==> src/rtl/spi_seq_pkg.sv <==
// spi_seq_pkg: widths, datagram field positions, FSM states and the datagram packer for spi_frame_seq
package spi_seq_pkg;
    localparam int DATA_W     = 32;
    localparam int ADDR_W     = 7;
    localparam int FRAME_W    = 1 + ADDR_W + DATA_W;
    localparam int CNT_W      = 16;
    localparam int GAP_CYCLES = 8;
    localparam int WR_BIT     = 39;
    localparam int ADDR_MSB   = 38;
    localparam int ADDR_LSB   = 32;
    localparam int DATA_MSB   = 31;
    localparam int DATA_LSB   = 0;
    typedef enum logic [1:0] {IDLE, SEND, GAP, RESP} state_t;
    function automatic logic [FRAME_W-1:0] pack_frame(input logic wr, input logic [ADDR_W-1:0] addr,
                                                      input logic [DATA_W-1:0] data);
        return {wr, addr, data};
    endfunction
endpackage

==> src/rtl/spi_frame_seq_if.sv <==
// spi_frame_seq_if: request/response handshake and SPI-master parallel signals of the frame sequencer
interface spi_frame_seq_if;
    import spi_seq_pkg::*;
    logic               req_valid_in;
    logic               req_ready_out;
    logic               req_write_in;
    logic [ADDR_W-1:0]  req_addr_in;
    logic [DATA_W-1:0]  req_data_in;
    logic [CNT_W-1:0]   frame_cycles_in;
    logic [FRAME_W-1:0] spi_data_out;
    logic               spi_send_enable_out;
    logic [FRAME_W-1:0] spi_data_in;
    logic               rsp_valid_out;
    logic               rsp_ready_in;
    logic [7:0]         rsp_status_out;
    logic [DATA_W-1:0]  rsp_data_out;
    logic               rsp_mismatch_out;
    logic               busy_out;
    modport slave (
        input  req_valid_in, req_write_in, req_addr_in, req_data_in, frame_cycles_in, spi_data_in, rsp_ready_in,
        output req_ready_out, spi_data_out, spi_send_enable_out, rsp_valid_out, rsp_status_out, rsp_data_out,
               rsp_mismatch_out, busy_out
    );
    modport master (
        output req_valid_in, req_write_in, req_addr_in, req_data_in, frame_cycles_in, spi_data_in, rsp_ready_in,
        input  req_ready_out, spi_data_out, spi_send_enable_out, rsp_valid_out, rsp_status_out, rsp_data_out,
               rsp_mismatch_out, busy_out
    );
endinterface

==> src/rtl/seq_timer.sv <==
// seq_timer: loadable down-counter whose done output is high on the last counted cycle
module seq_timer
    import spi_seq_pkg::*;
(
    input  logic             clk_in,
    input  logic             rst_in,
    input  logic             load,
    input  logic [CNT_W-1:0] load_val,
    output logic             done
);
    logic [CNT_W-1:0] cnt;
    always_ff @(posedge clk_in or posedge rst_in) begin
        if (rst_in) cnt <= '0;
        else if (load) cnt <= load_val;
        else if (cnt != '0) cnt <= cnt - 1'b1;
    end
    assign done = cnt == CNT_W'(1);
endmodule

==> src/rtl/spi_frame_seq.sv <==
// spi_frame_seq: packs register requests into 40-bit SPI frames with timed send-enable and gaps.
// SPI_WRITE_VERIFY_EN adds a two-frame read-back after each write and flags data mismatches.
module spi_frame_seq
    import spi_seq_pkg::*;
(
    input logic            clk_in,
    input logic            rst_in,
    spi_frame_seq_if.slave bus
);
    state_t             state;
    logic               wr_q;
    logic [ADDR_W-1:0]  addr_q;
    logic [DATA_W-1:0]  data_q;
    logic [CNT_W-1:0]   len_q, len_in, t_val;
    logic [1:0]         idx_q, last_idx;
    logic [FRAME_W-1:0] cap_q;
    logic               accept, more, mism, t_load, t_done;

    assign accept = state == IDLE && bus.req_valid_in && bus.req_ready_out;
    assign len_in = bus.frame_cycles_in == '0 ? CNT_W'(1) : bus.frame_cycles_in;
`ifdef SPI_WRITE_VERIFY_EN
    assign last_idx = wr_q ? 2'd2 : 2'd1;
    assign mism     = wr_q && cap_q[DATA_MSB:DATA_LSB] != data_q;
`else
    assign last_idx = wr_q ? 2'd0 : 2'd1;
    assign mism     = 1'b0;
`endif
    assign more   = idx_q != last_idx;
    assign t_load = accept || (t_done && (state == SEND || (state == GAP && more)));
    assign t_val  = state == SEND ? CNT_W'(GAP_CYCLES) : state == IDLE ? len_in : len_q;

    seq_timer u_timer (.clk_in, .rst_in, .load(t_load), .load_val(t_val), .done(t_done));

    // reads return data one frame late, so every read frame is the same {0, addr, 0}
    always_ff @(posedge clk_in or posedge rst_in) begin
        if (rst_in) begin
            state                   <= IDLE;
            wr_q                    <= 1'b0;
            addr_q                  <= '0;
            data_q                  <= '0;
            len_q                   <= '0;
            idx_q                   <= '0;
            cap_q                   <= '0;
            bus.req_ready_out       <= 1'b1;
            bus.busy_out            <= 1'b0;
            bus.spi_send_enable_out <= 1'b0;
            bus.spi_data_out        <= '0;
            bus.rsp_valid_out       <= 1'b0;
            bus.rsp_status_out      <= '0;
            bus.rsp_data_out        <= '0;
            bus.rsp_mismatch_out    <= 1'b0;
        end else begin
            unique case (state)
                IDLE: if (accept) begin
                    state                   <= SEND;
                    wr_q                    <= bus.req_write_in;
                    addr_q                  <= bus.req_addr_in;
                    data_q                  <= bus.req_data_in;
                    len_q                   <= len_in;
                    idx_q                   <= '0;
                    bus.req_ready_out       <= 1'b0;
                    bus.busy_out            <= 1'b1;
                    bus.spi_send_enable_out <= 1'b1;
                    bus.spi_data_out        <= pack_frame(bus.req_write_in, bus.req_addr_in,
                                                          bus.req_write_in ? bus.req_data_in : '0);
                end
                SEND: if (t_done) begin
                    state                   <= GAP;
                    cap_q                   <= bus.spi_data_in;
                    bus.spi_send_enable_out <= 1'b0;
                end
                GAP: if (t_done) begin
                    if (more) begin
                        state                   <= SEND;
                        idx_q                   <= idx_q + 1'b1;
                        bus.spi_send_enable_out <= 1'b1;
                        bus.spi_data_out        <= pack_frame(1'b0, addr_q, '0);
                    end else begin
                        state                <= RESP;
                        bus.rsp_valid_out    <= 1'b1;
                        bus.rsp_status_out   <= cap_q[WR_BIT:ADDR_LSB];
                        bus.rsp_data_out     <= cap_q[DATA_MSB:DATA_LSB];
                        bus.rsp_mismatch_out <= mism;
                    end
                end
                RESP: if (bus.rsp_ready_in) begin
                    state             <= IDLE;
                    bus.rsp_valid_out <= 1'b0;
                    bus.req_ready_out <= 1'b1;
                    bus.busy_out      <= 1'b0;
                end
                default: state <= IDLE;
            endcase
        end
    end
endmodule

==> src/flat_wrapper.sv <==
// flat-port wrapper written by rule: the top's interface ports become plain ports
module spi_frame_seq_flat import spi_seq_pkg::*;
  (clk_in, rst_in, bus_req_valid_in, bus_req_write_in, bus_req_addr_in, bus_req_data_in, bus_frame_cycles_in, bus_spi_data_in, bus_rsp_ready_in, bus_req_ready_out, bus_spi_data_out, bus_spi_send_enable_out, bus_rsp_valid_out, bus_rsp_status_out, bus_rsp_data_out, bus_rsp_mismatch_out, bus_busy_out);
  spi_frame_seq_if bus_i ();
  input logic clk_in;
  input logic rst_in;
  input wire logic [$bits(bus_i.req_valid_in)-1:0] bus_req_valid_in;
  input wire logic [$bits(bus_i.req_write_in)-1:0] bus_req_write_in;
  input wire logic [$bits(bus_i.req_addr_in)-1:0] bus_req_addr_in;
  input wire logic [$bits(bus_i.req_data_in)-1:0] bus_req_data_in;
  input wire logic [$bits(bus_i.frame_cycles_in)-1:0] bus_frame_cycles_in;
  input wire logic [$bits(bus_i.spi_data_in)-1:0] bus_spi_data_in;
  input wire logic [$bits(bus_i.rsp_ready_in)-1:0] bus_rsp_ready_in;
  output wire logic [$bits(bus_i.req_ready_out)-1:0] bus_req_ready_out;
  output wire logic [$bits(bus_i.spi_data_out)-1:0] bus_spi_data_out;
  output wire logic [$bits(bus_i.spi_send_enable_out)-1:0] bus_spi_send_enable_out;
  output wire logic [$bits(bus_i.rsp_valid_out)-1:0] bus_rsp_valid_out;
  output wire logic [$bits(bus_i.rsp_status_out)-1:0] bus_rsp_status_out;
  output wire logic [$bits(bus_i.rsp_data_out)-1:0] bus_rsp_data_out;
  output wire logic [$bits(bus_i.rsp_mismatch_out)-1:0] bus_rsp_mismatch_out;
  output wire logic [$bits(bus_i.busy_out)-1:0] bus_busy_out;
  assign bus_i.req_valid_in = bus_req_valid_in;
  assign bus_i.req_write_in = bus_req_write_in;
  assign bus_i.req_addr_in = bus_req_addr_in;
  assign bus_i.req_data_in = bus_req_data_in;
  assign bus_i.frame_cycles_in = bus_frame_cycles_in;
  assign bus_i.spi_data_in = bus_spi_data_in;
  assign bus_i.rsp_ready_in = bus_rsp_ready_in;
  assign bus_req_ready_out = bus_i.req_ready_out;
  assign bus_spi_data_out = bus_i.spi_data_out;
  assign bus_spi_send_enable_out = bus_i.spi_send_enable_out;
  assign bus_rsp_valid_out = bus_i.rsp_valid_out;
  assign bus_rsp_status_out = bus_i.rsp_status_out;
  assign bus_rsp_data_out = bus_i.rsp_data_out;
  assign bus_rsp_mismatch_out = bus_i.rsp_mismatch_out;
  assign bus_busy_out = bus_i.busy_out;
  spi_frame_seq u_core (.clk_in(clk_in), .rst_in(rst_in), .bus(bus_i));
endmodule
==> config.mk <==
export PLATFORM = sky130hd
export DESIGN_NAME = spi_frame_seq_flat
export DESIGN_NICKNAME = d
export VERILOG_FILES = /design/src/rtl/spi_seq_pkg.sv /design/src/rtl/spi_frame_seq_if.sv /design/src/rtl/seq_timer.sv /design/src/rtl/spi_frame_seq.sv /design/src/flat_wrapper.sv
export SDC_FILE = /design/constraint.sdc
export NUM_CORES = 1
export LEC_CHECK = 0
export BUFFER_PORTS_ARGS = -buffer_cell sky130_fd_sc_hd__buf_2
export CORE_ASPECT_RATIO = 0.5
export CORE_MARGIN = 2
export CORE_UTILIZATION = 48
export DETAILED_ROUTE_END_ITERATION = 8
export PLACE_DENSITY = 0.76
export SYNTH_ARGS = -nofsm -noshare
export SYNTH_HDL_FRONTEND = slang
export SYNTH_SLANG_ARGS = --single-unit
==> constraint.sdc <==
create_clock -name clk_in -period 5.35 [get_ports clk_in]
set_clock_uncertainty 0.2 [all_clocks]
set_input_delay 0.2675 -clock clk_in [delete_from_list [all_inputs] [get_ports clk_in]]
set_output_delay 0.2675 -clock clk_in [all_outputs]
set_load 0.01 [all_outputs]
==> results.json, run 1 <==
{
  "vias_per_cell": 5.21,
  "ant_nets": 0,
  "areaGrowthSynthToFinish_pct": 36.0,
  "powerDensity_nw_per_um2": 264,
  "stdcell_area_sq_um": 9800,
  "fin_setup_tns_ps": 0,
  "die_w_um": 177,
  "first_pass_iters": 4,
  "setup_viol": 0,
  "final_nets": 900,
  "rsz0062_at_grt": "false",
  "synth_compound_area_share_pct": 8.61,
  "cts_buffers": 17,
  "syn_area_per_cell_sq_um": 13.7,
  "final_common_cell": "buf_2",
  "max_stage_delay_ps": 870,
  "root_buffer": "clkbuf_16",
  "relSlewSlack_pct": 18.4,
  "cts.htree.levels": 4,
  "clock-sinks": 168,
  "syn_area_sq_um": 7210,
  "grt_max_degree": 67,
  "post_synth_and_or_nand_nor_area_fraction_pct": 7.31,
  "clkTransAtPathRegs_ps": 70,
  "muxShareOfSynthArea_pct": 20.5,
  "leakagePower_nw": 5.21,
  "design.die.area_sq_um": 16100,
  "maxSlewViolCount": 0,
  "synth_xor_area_share_pct": 1.58,
  "period_needed_ps": 3320,
  "worst-setup-path-type": "reg -> reg",
  "synth_top_flop_cell": "dfrtp_1",
  "clkLatencyLatePin_ps": 400,
  "final_util_pct": 67.2,
  "drive_gt1_share_pct": 36.5,
  "numPortBuffers": 183,
  "via_count": 5251,
  "cp.required_ps": 5430,
  "gr-total-overflow": 0,
  "min_path_type": "in -> reg",
  "cap_violations": 0,
  "cp_slowest_cell": "o22a_1",
  "route.detailed.drc": 0,
  "hold_buffers": 98,
  "synth_fa_ha_area_share_pct": 0.521,
  "num_antenna_cells": 0,
  "initial_utilization_pct": 49.4,
  "finalPower_mw": 2.59,
  "yosysTopAreaCell": "dfrtp_1",
  "cts_resized": 0,
  "worst_pin_slew_ps": 1220,
  "critPathCaptureType": "flop",
  "rows": 31,
  "ys_ff_latch": 168,
  "stdcell_count": 1007,
  "pre_cts_slack_ps": 2120,
  "finalCritPeriodShare_pct": 62.1,
  "core_area_sq_um": 14600,
  "dp.final_hpwl_um": 10800,
  "wl_per_cell_um": 17.1,
  "arrival_ps": 3410,
  "worstPathCellList": "nor4bb_4 -> o21bai_1 -> o22a_1 -> o22ai_1 -> o21a_1",
  "cts_tree": "done",
  "synth_top_area_share_pct": 58.0,
  "dp_cells": 878,
  "grt_pass1_vias": 5609,
  "yosys-top-cells-area": "dfrtp_1 (58%), mux2_4 (8.1%), mux2_1 (6.3%), mux2_2 (3.9%), a22o_1 (3.9%)",
  "cp_max_fo": 28,
  "routed_wl_um": 17200,
  "grt_use_total_pct": 22.0,
  "die_h_um": 90.6,
  "syn-instance-count": 525,
  "postCtsSetupBuffers": 0,
  "hold_slack_ps": 38.9,
  "synth_top_family_by_area": "multiplexers",
  "clk_path_buf_depth": 2,
  "synth_edf_count": 0,
  "antenna_found_initial": 0,
  "gp_congestion": 0.821,
  "async_reset_ff_share_pct": 100,
  "grt_pass1_wl_um": 27900,
  "synth_nets": 628,
  "synth_cell_type_count": 49,
  "status": "finished, final reports clean",
  "ios": 185,
  "place_area_sq_um": 8260,
  "layout_common_cells": "buf_2 (183), dfrtp_1 (167), dlygate4sd3_1 (98), mux2_1 (40), mux2_4 (39)",
  "drt_iter0_markers": 308,
  "fmax_ghz": 0.301,
  "yosysSeqAreaShare_pct": 58.4,
  "vdd_drop_max_uv": 207,
  "worst_setup_path_start_kind": "flop",
  "finalHoldViolCount": 0,
  "yosys_warnings": 0,
  "setup_slack_ps": 2030
}
[layout make-up]
cell class              instances  area (sq um)
clock buffers                  17           425
clock inverters                14           135
fillers                      1053          4780
inverters                       6          27.5
multi-input cells             316          2810
flip-flops and latches        168          4210
well taps                     198           248
repair buffers                288          1950
[per-layer routing]
layer	global-route usage, %	wire length [um]	vias to the layer above
met1	28.0	7530	2652
met3	3.41	535	28
met4	7.17	352	0
li1	-	-	2439
met5	0	0	-
met2	38.7	8800	132
[where the power goes]
group          switching [mW]  internal [mW]
Clock                   0.529          0.651
Sequential                  0           1.27
Combinational          0.0569         0.0794
[registers in the layout, summed over array words and instances, names as in the netlist]
name	flops
u_core.len_q	16
u_core.bus.spi_data_out	40
u_core.bus.req_ready_out	1
u_core.u_timer.cnt	16
u_core.bus.rsp_status_out	8
u_core.bus.rsp_data_out	32
u_core.idx_q	2
u_core.wr_q	1
u_core.bus.busy_out	1
u_core.bus.spi_send_enable_out	1
u_core.cap_q	40
u_core.addr_q	7
u_core.state	2
u_core.bus.rsp_valid_out	1
[critical path, delay by kind of cell (launching register included)]
kind	cells	cell delay (ps)
flops	1	730
compound gates	4	1430
simple gates	1	830
[cell usage after synthesis (3+ instances only)]
library cell  count
dfrtp_1         167
mux2_1           40
mux2_4           39
a21oi_1          32
a22o_1           32
mux2_2           25
nand2_1          21
buf_2            18
mux2i_1          16
nor3b_1          14
nor2_1           13
xnor2_1          10
o21ai_1           9
nor4_1            7
inv_1             6
buf_1             5
buf_6             5
clkbuf_1          5
nor3_1            5
nand2b_1          4
nand3_1           4
and4_1            3
ha_1              3
nand4_1           3
nor3_2            3
xor2_1            3
[final timing paths]
path / cells past startpoint / end / slack (ps) / from
max in group asynchronous: 4 / u_core.u_timer.cnt[14] / 3450 / rst_in
min in group asynchronous: 3 / u_core.bus.spi_data_out[20] / 270 / rst_in
hold reg to reg: 2 / u_core.bus.rsp_valid_out / 280 / u_core.bus.rsp_valid_out
hold / removal: 4 / u_core.bus.req_ready_out / 40 / bus_req_valid_in
setup / recovery: 5 / u_core.u_timer.cnt[13] / 2030 / u_core.state[0]
setup reg to reg: 5 / u_core.u_timer.cnt[13] / 2030 / u_core.state[0]
[cells by family after synthesis]
| group | Yosys count |
|---|---|
| AOI/OAI and AO/OA | 91 |
| buffers and inverters | 41 |
| other | 1 |
| muxes | 120 |
| and+or+nand+nor | 88 |
| DFF | 168 |
| adders and majority gates | 3 |
| xor gates and xnor gates | 13 |
No activity file was read; power rests on OpenSTA's default activity.
==> run 2: changes to the inputs <==
Clock period 5.35 ns to 3 ns, I/O delays scaled along.
==> run 2 against run 1 <==
Against the previous run:
- combinational power up 85%
- critical path depth up 2
- via count up 1.6%
- register-to-register slack worse by 1600 ps
- total power up 78%
- flip-flop and latch count unchanged
- hold slack better by 130 ps
- cell count up 1.2%
- sequential share of layout area down 0.60 points
- global-route usage up 0.45 points
==> results.json, run 2 (same netlist as run 1, synthesis figures left out) <==
{
  "status": "finished, final reports clean",
  "cap_violations": 0,
  "period_needed_ps": 2550,
  "grt_pass1_vias": 5729,
  "min_path_type": "in -> async",
  "fillCellCount": 1034,
  "setup_slack_ps": 451,
  "p_sw_share_pct": 21.7,
  "relSlewSlack_pct": 47.6,
  "final_common_cell": "buf_2",
  "power_frac_comb_pct": 5.5,
  "clock-sinks": 168,
  "grt_pass1_wl_um": 28300,
  "place_area_sq_um": 8390,
  "p_clk_share_pct": 45.3,
  "vdd_drop_max_uv": 338,
  "dp.final_hpwl_um": 10800,
  "grt_max_degree": 53,
  "routed_wl_um": 17400,
  "vias_per_cell": 5.24,
  "num_antenna_cells": 0,
  "cp_max_fo": 40,
  "cts_tree": "done",
  "finalCritPeriodShare_pct": 85.0,
  "stdcell_count": 1019,
  "root_buffer": "clkbuf_16",
  "die_h_um": 90.6,
  "finalPower_mw": 4.60,
  "pre_cts_slack_ps": 525,
  "ant_nets": 0,
  "arrival_ps": 2650,
  "leakagePower_nw": 5.29,
  "setup_viol": 0,
  "design.die.area_sq_um": 16100,
  "cts_resized": 0,
  "dp_cells": 888,
  "drt_iter0_markers": 288,
  "finalHoldViolCount": 0,
  "drive_gt1_share_pct": 36.9,
  "power.switching_mw": 0.999,
  "ios": 185,
  "cts.htree.levels": 4,
  "clkTransAtPathRegs_ps": 70,
  "die_w_um": 177,
  "powerDensity_nw_per_um2": 462,
  "clk_path_buf_depth": 2,
  "p_seq_share_pct": 49.3,
  "wl_per_cell_um": 17.0,
  "layout_common_cells": "buf_2 (183), dfrtp_1 (167), dlygate4sd3_1 (100), mux2_1 (40), mux2_4 (39)",
  "grt_use_total_pct": 22.5,
  "numPortBuffers": 183,
  "via_count": 5335,
  "multi_input_comb_area_sq_um": 2810,
  "core_area_sq_um": 14600,
  "worst-setup-path-type": "reg -> reg",
  "seqCellArea_sq_um": 4210,
  "first_pass_iters": 5,
  "initial_utilization_pct": 49.4,
  "clkLatencyLatePin_ps": 430,
  "antenna_found_initial": 0,
  "worst_pin_slew_ps": 786,
  "gp_congestion": 0.842,
  "final_nets": 912,
  "rsz0062_at_grt": "false",
  "route.detailed.drc": 0,
  "fmax_ghz": 0.392,
  "stdcell_area_sq_um": 9940,
  "gr-total-overflow": 0,
  "cp.required_ps": 3100,
  "worst_setup_path_start_kind": "flop",
  "critPathCaptureType": "flop",
  "p_int_mw": 3.60,
  "areaGrowthSynthToFinish_pct": 38.0,
  "rows": 31,
  "reg.largest.list": "u_core.bus.spi_data_out (40), u_core.cap_q (40), u_core.bus.rsp_data_out (32)",
  "fin_setup_tns_ps": 0,
  "maxSlewViolCount": 0,
  "cts_buffers": 17
}
[run 2: cell types whose count changed in the layout (fill, tap and decap cells not counted), moves of 2 or more]
cell	delta
clkbuf_1	+2
clkinv_4	+2
clkbuf_8	+2
dlygate4sd3_1	+2
inv_6	-6
buf_12	+4
buf_4	+6
[run 2: path summary, 6_finish.rpt]
kind / start / to / slack, ps / cells after the start
worst min register to register: u_core.idx_q[1] / u_core.idx_q[1] / 280 / 1
worst max-delay path: u_core.u_timer.cnt[1] / u_core.cap_q[3] / 450 / 7
min in group clk_in: bus_spi_data_in[2] / u_core.cap_q[2] / 270 / 3
max in group asynchronous: rst_in / u_core.bus.req_ready_out / 1590 / 4
worst max register to register: u_core.u_timer.cnt[1] / u_core.cap_q[3] / 450 / 7
worst min-delay path: rst_in / u_core.bus.spi_data_out[11] / 170 / 3
[run 2: final cells by class]
| type | count | share of cell area (%) |
|---|---|---|
| Clock buffer | 21 | 4.63 |
| Clock inverter | 10 | 0.956 |
| Inverter | 6 | 0.264 |
| Multi-Input combinational cell | 316 | 28.3 |
| Sequential cell | 168 | 42.3 |
| Tap cell | 198 | 2.49 |
| Timing Repair Buffer | 300 | 21.1 |
[run 2: per-stage QoR]
step | hold WS (ps) | util [%]
final | 168 | 68.2
after floorplan | 82.5 | -
after global placement | 16.5 | 57.5
after CTS | 110 | 68.2
after global routing | 173 | 68.2
after detailed placement | 23.7 | 57.5
[run 2: layer usage]
layer	GRT usage (%)	wire, um	vias up
met2	39.7	8980	132
met3	4.29	585	48
li1	-	-	2465
met1	26.9	7290	2690
met5	0	0	-
met4	9.63	508	0
[run 2: power by group through the flow]
| stage | Combinational (mW) | Clock (mW) | Sequential (mW) |
|---|---|---|---|
| finish | 0.252 | 2.08 | 2.27 |
| global route | 0.277 | 2.24 | 2.26 |
| CTS | 0.249 | 2.13 | 2.26 |
| detailed placement | 0.147 | 0 | 2.31 |
| global placement | 0.143 | 0 | 2.31 |
| floorplan | 0.0515 | 0 | 2.31 |
[run 2: worst max-delay path, cell delays in order, from the launching register on]
cell and delay, ps:
dfrtp_1 430, inv_1 150, ha_1 190, nor4b_1 360, nand3_1 220, nor3_4 200
buf_12 260, mux2_1 380
[run 2: what timing repair did]
action,in CTS,in global routing
setup endpoints to repair,0,0
hold buffers,100,0
buffers inserted,0,0
endpoints found under the hold margin,223,0
